[src/rtl/f_mon_pkg.sv]
// Shared types and default constants for the F-function event monitor.
// The state encoding is fixed; the unused code 2'b11 falls back to LOW.
package f_mon_pkg;

  localparam int CNT_W_DEF      = 8;
  localparam int HOLD_LIMIT_DEF = 4;
  localparam int RUN_W_DEF      = 4;

  typedef enum logic [1:0] {
    LOW   = 2'b00,
    RUN   = 2'b01,
    ALARM = 2'b10
  } mon_state_e;

endpackage

[src/rtl/sync2_ff.sv]
// Two-flop synchroniser for asynchronous combinational nets.
// Reset is asynchronous and active-low; both stages clear to 0.
module sync2_ff (
  input  logic clock,
  input  logic reset_b,
  input  logic d,
  output logic q
);

  logic meta_r;
  logic q_r;

  // metastability stage followed by the clean output stage
  always_ff @(posedge clock or negedge reset_b) begin
    if (!reset_b) begin
      meta_r <= 1'b0;
      q_r    <= 1'b0;
    end else begin
      meta_r <= d;
      q_r    <= meta_r;
    end
  end

  assign q = q_r;

endmodule

[src/rtl/f_event_monitor.sv]
// Synchronises raw F, produces edge pulses, a saturating rise counter
// and a hold-too-long alarm FSM driven by the run length of f_sync.
module f_event_monitor
  import f_mon_pkg::*;
#(
  parameter int CNT_W      = CNT_W_DEF,
  parameter int HOLD_LIMIT = HOLD_LIMIT_DEF,
  parameter int RUN_W      = RUN_W_DEF
) (
  input  logic             clock,
  input  logic             reset_b,
  input  logic             f_in,
  input  logic             enable,
  input  logic             clear,
  output logic             f_sync,
  output logic             rise_pulse,
  output logic             fall_pulse,
  output logic [CNT_W-1:0] event_count,
  output logic             count_sat,
  output logic [RUN_W-1:0] run_len,
  output logic             hold_alarm
);

  localparam logic [CNT_W-1:0] CNT_MAX   = {CNT_W{1'b1}};
  localparam logic [RUN_W-1:0] RUN_MAX   = {RUN_W{1'b1}};
  localparam logic [RUN_W-1:0] RUN_LIMIT = RUN_W'(HOLD_LIMIT);

  logic             f_sync_s;
  logic             f_prev_r;
  logic             rise_s;
  logic             fall_s;
  logic [CNT_W-1:0] cnt_r;
  logic             sat_r;
  mon_state_e       state_r;
  mon_state_e       state_s;
  logic [RUN_W-1:0] run_r;
  logic [RUN_W-1:0] run_s;
  logic [RUN_W-1:0] nxt_s;

  sync2_ff u_sync (
    .clock   (clock),
    .reset_b (reset_b),
    .d       (f_in),
    .q       (f_sync_s)
  );

  // one-cycle history of f_sync for edge detection
  always_ff @(posedge clock or negedge reset_b) begin
    if (!reset_b) begin
      f_prev_r <= 1'b0;
    end else begin
      f_prev_r <= f_sync_s;
    end
  end

  assign rise_s = f_sync_s & ~f_prev_r;
  assign fall_s = ~f_sync_s & f_prev_r;

  // saturating rise counter; sat flag sets on the edge the count hits all-ones
  always_ff @(posedge clock or negedge reset_b) begin
    if (!reset_b) begin
      cnt_r <= {CNT_W{1'b0}};
      sat_r <= 1'b0;
    end else if (clear) begin
      cnt_r <= {CNT_W{1'b0}};
      sat_r <= 1'b0;
    end else if (enable && rise_s && (cnt_r != CNT_MAX)) begin
      cnt_r <= cnt_r + CNT_W'(1);
      sat_r <= sat_r | (cnt_r == (CNT_MAX - CNT_W'(1)));
    end else begin
      cnt_r <= cnt_r;
      sat_r <= sat_r;
    end
  end

  assign nxt_s = (run_r == RUN_MAX) ? run_r : run_r + RUN_W'(1);

  // next-state and run-length logic
  always_comb begin
    state_s = LOW;
    run_s   = {RUN_W{1'b0}};
    if (clear || !enable) begin
      state_s = LOW;
      run_s   = {RUN_W{1'b0}};
    end else begin
      case (state_r)
        LOW: begin
          if (f_sync_s) begin
            run_s   = RUN_W'(1);
            state_s = (HOLD_LIMIT == 1) ? ALARM : RUN;
          end else begin
            run_s   = {RUN_W{1'b0}};
            state_s = LOW;
          end
        end
        RUN: begin
          if (f_sync_s) begin
            run_s   = nxt_s;
            state_s = (nxt_s >= RUN_LIMIT) ? ALARM : RUN;
          end else begin
            run_s   = {RUN_W{1'b0}};
            state_s = LOW;
          end
        end
        ALARM: begin
          if (f_sync_s) begin
            run_s   = nxt_s;
            state_s = ALARM;
          end else begin
            run_s   = {RUN_W{1'b0}};
            state_s = LOW;
          end
        end
        default: begin
          run_s   = {RUN_W{1'b0}};
          state_s = LOW;
        end
      endcase
    end
  end

  // FSM state and run-length registers
  always_ff @(posedge clock or negedge reset_b) begin
    if (!reset_b) begin
      state_r <= LOW;
      run_r   <= {RUN_W{1'b0}};
    end else begin
      state_r <= state_s;
      run_r   <= run_s;
    end
  end

  assign f_sync      = f_sync_s;
  assign rise_pulse  = rise_s;
  assign fall_pulse  = fall_s;
  assign event_count = cnt_r;
  assign count_sat   = sat_r;
  assign run_len     = run_r;
  assign hold_alarm  = (state_r == ALARM);

endmodule
[config.mk]
export PLATFORM = sky130hd
export DESIGN_NAME = f_event_monitor
export DESIGN_NICKNAME = d
export VERILOG_FILES = /design/src/rtl/f_mon_pkg.sv /design/src/rtl/sync2_ff.sv /design/src/rtl/f_event_monitor.sv
export SDC_FILE = /design/constraint.sdc
export NUM_CORES = 1
export LEC_CHECK = 0
export CAP_MARGIN = 20
export CORE_AREA = 2 2 62 64
export CTS_CLUSTER_SIZE = 10
export DETAILED_ROUTE_END_ITERATION = 16
export DIE_AREA = 0 0 64 66
export PLACE_DENSITY = 0.62
export SLEW_MARGIN = 20
export SYNTH_ARGS = -nofsm -noshare
export SYNTH_HDL_FRONTEND = slang
export SYNTH_SLANG_ARGS = --single-unit
[constraint.sdc]
create_clock -name clock -period 1.3 [get_ports clock]
set_input_delay 0.39 -clock clock [delete_from_list [all_inputs] [get_ports clock]]
set_output_delay 0.39 -clock clock [all_outputs]
set_load 0.05 [all_outputs]
==> reports/results.ini, run 1 <==
[outcome]
outcome=complete, but fails checks
violations=negative setup slack

[cells_and_area]
fin_cells=208
fill_cells=279
final_common_cell=buf_4
layout_common_cells=27 x buf_4, 20 x buf_12, 13 x dfrtp_2
drive_above_1_share_pct=64.38
synthToLayoutAreaGrowth_pct=97.77
final_nets=173
n_antenna_cell=0

[detailed_routing]
vias=1029
drt-pass1-iter-count=5
wl_per_cell_um=13.78
wl_mm=2.866
drt_iter0_drc=42
drc=0
drtAntennaViolNets=0
viasPerCell=4.947

[sta]
post-route-min-period_ns=1.488
min_period_over_period_pct=114.5
slew-limit-headroom_pct=79.94
fin_ws_ns=-0.1885
fmax_ghz=0.6718
skew_ns=0.001306
tightest_slew_ns=0.3003
rsz0062_at_grt=yes
hold_viol=0
slew_viol_final=0
finalSetupViolCount=21

[worst_setup_path]
cp.required_ns=1.51
reg2reg_to=event_count[7]$_DFFE_PN0P_
critPathArrivalTime_ns=1.70
start_kind=input port
worstSetupEndpoint=state_r[0]$_DFF_PN0_
crit_path_max_fanout=3
end_kind=flop
r2r_start=f_prev_r$_DFF_PN0_
crit_start=enable
reg2reg_depth=7
critPathKind=input port to flop
r2r_slack_ns=-0.15

[run]
drv_cap=0

[clocking]
cts_tree=done
h-tree-depth=1
clk_latency_ns=0.29
cts_hold_buf=0
cts.clk_slew.worst_paths_ns=0.10
cts_buffers=3
cts_buffer_depth=2
cts.sinks=18
root_buffer=clkbuf_4

[synth]
synth_top_area_share_pct=44.67
yosysTopAreaCell=dfrtp_1
synthAdderAreaFrac_pct=8.685
synth-simple-area-share_pct=24.07
synthTopCellsByArea=dfrtp_1 45%, ha_1 8.7%, nor2_1 4.5%
yosysWarnings=0
avgSynthCellArea_um2=10.19
synth_seq_cells=18
synth.net_count=111
synth_top_family_by_area=simple AND/OR/NAND/NOR gates
yosys-mux-area-fraction_pct=3.970
syn_area_um2=1008
synth-compound-area-share_pct=11.79
synth.distinct_cells=34
ys_seq_area_share_pct=44.67
syn_inst=99
synth_xor_area_share_pct=2.605

[place]
io_buffers=21
numPlacedInstances=178
place_congestion=0.8323
dp_hpwl_mm=1.789
preCtsSetupSlack_ns=-0.4431

[floorplan]
core_um2=3551
start_util_pct=28.40
die_h_um=66
die_w_um=64
num_io_pins=22
fp-row-count=22
die-area_um2=4224

[grt]
grtUsageTotal_pct=14.23
grt_pass1_vias=1027
overflow=0
antenna_found_initial=0
grt_pass1_wl_mm=4.643
grt_max_degree=19

[pwr]
switchingPower_uw=295.0
comb_power_share_pct=19.5
p_per_area_nw_per_um2=578.2
p_total_mw=1.153
p_sw_share_pct=25.58
pwr-share-seq_pct=50.5
clkPwrFrac_pct=29.9
p_leak_nw=0.8622
vdd.ir_drop.worst_mv=0.5266
p_int_uw=858.2

[hold_path]
holdCritPathClass=flop to flop

worst min path at each step:
| stage | startpoint | endpoint | depth (start not counted) |
|---|---|---|---|
| floorplan | reset_b | count_sat$_DFFE_PN0P_ | 0 |
| global placement | u_sync.meta_r$_DFF_PN0_ | u_sync.q$_DFF_PN0_ | 0 |
| detailed placement | u_sync.meta_r$_DFF_PN0_ | u_sync.q$_DFF_PN0_ | 0 |
| CTS | u_sync.meta_r$_DFF_PN0_ | u_sync.q$_DFF_PN0_ | 0 |
| global route | u_sync.meta_r$_DFF_PN0_ | u_sync.q$_DFF_PN0_ | 0 |
| finish | u_sync.meta_r$_DFF_PN0_ | u_sync.q$_DFF_PN0_ | 0 |
power by group through the flow:
stage          clock [mW]  sequential [mW]  combinational [mW]
4_1_cts             0.358            0.583               0.217
3_5_place_dp            0            0.596               0.181
3_3_place_gp            0            0.595               0.178
6_report            0.345            0.583               0.225
2_1_floorplan           0            0.618              0.0548
5_1_grt             0.384            0.585               0.239
final cells by class:
| class | count | area (µm²) | area share [%] |
|---|---|---|---|
| timing repair buffer | 60 | 744.5 | 37.33 |
| sequential | 18 | 466.7 | 23.40 |
| inverter | 4 | 15.01 | 0.7528 |
| tap | 48 | 60.06 | 3.011 |
| clock buffer | 4 | 36.28 | 1.819 |
| multi-input combinational | 74 | 671.9 | 33.69 |
through the flow:
step           TNS (ns)  cell area (µm²)  hold slack (ns)  utilization (%)
3_3_place_gp     -4.379             1609           0.3408            45.31
5_1_grt          -3.886             1994           0.3910            56.17
4_1_cts          -2.359             1897           0.3633            53.42
6_report         -2.587             1994           0.3618            56.17
2_1_floorplan   -0.4157             1086          0.09441                -
3_5_place_dp     -4.786             1609           0.3419            45.31
cells in the mapped netlist (all sizes together):
library cell and number:
dfrtp 18, nor2 12, ha 7, nand2 7
a21oi 6, nand3 5, inv 4, mux2i 4
buf 3, nand4 3, nor2b 3, nor3 3
o21ai 3, a31oi 2, and3 2, nor4 2
xor2 2, a211oi 1, a311oi 1, and2 1
and3b 1, and4 1, and4b 1, nand2b 1
nor3b 1, o2111ai 1, o211a 1, o21a 1
or3 1, xnor2 1
layer usage:
metal / part of all wire, % / vias to the layer above / GRT usage, %
met4: 3.5 / 0 / 8.696
met5: 0 / - / 0
li1: - / 481 / -
met1: 38 / 500 / 17.25
met3: 4.4 / 10 / 1.193
met2: 54 / 38 / 24.48
registers in the layout (all words and copies together), names as in the netlist:
name           count
count_sat          1
event_count        8
f_prev_r           1
run_len            4
state_r            2
u_sync.meta_r      1
u_sync.q           1
worst max-delay path, cell delays in order:
cell and delay [ns]:
clkdlybuf4s50_1 0.49, nand2_1 0.15, buf_4 0.18, or3_1 0.33, a21oi_1 0.16
cells by family after synthesis:
group,Yosys count
flops,18
compound gates,16
fa+ha+maj,7
simple gates,44
mux,4
xor+xnor,3
buf+inv,7
what timing repair did:
action                                 4_1_cts  5_1_grt
gates cloned                                 0        0
pin swaps                                    4        6
setup buffers                               21        6
endpoints found under the hold margin        0        0
setup endpoints to repair                   26       32
gates resized for setup                     15       12
No activity file was read; power rests on OpenSTA's default activity.
==> inputs of run 2 (changes only) <==
--- a/config.mk
+++ b/config.mk
@@ -7,6 +7,7 @@
 export LEC_CHECK = 0
 export CAP_MARGIN = 20
 export CORE_AREA = 2 2 62 64
+export CTS_CLUSTER_DIAMETER = 120
 export CTS_CLUSTER_SIZE = 10
 export DETAILED_ROUTE_END_ITERATION = 16
 export DIE_AREA = 0 0 64 66
==> results of run 2 <==
Same layout as run 1: the final DEF is identical, and so are final timing and power.
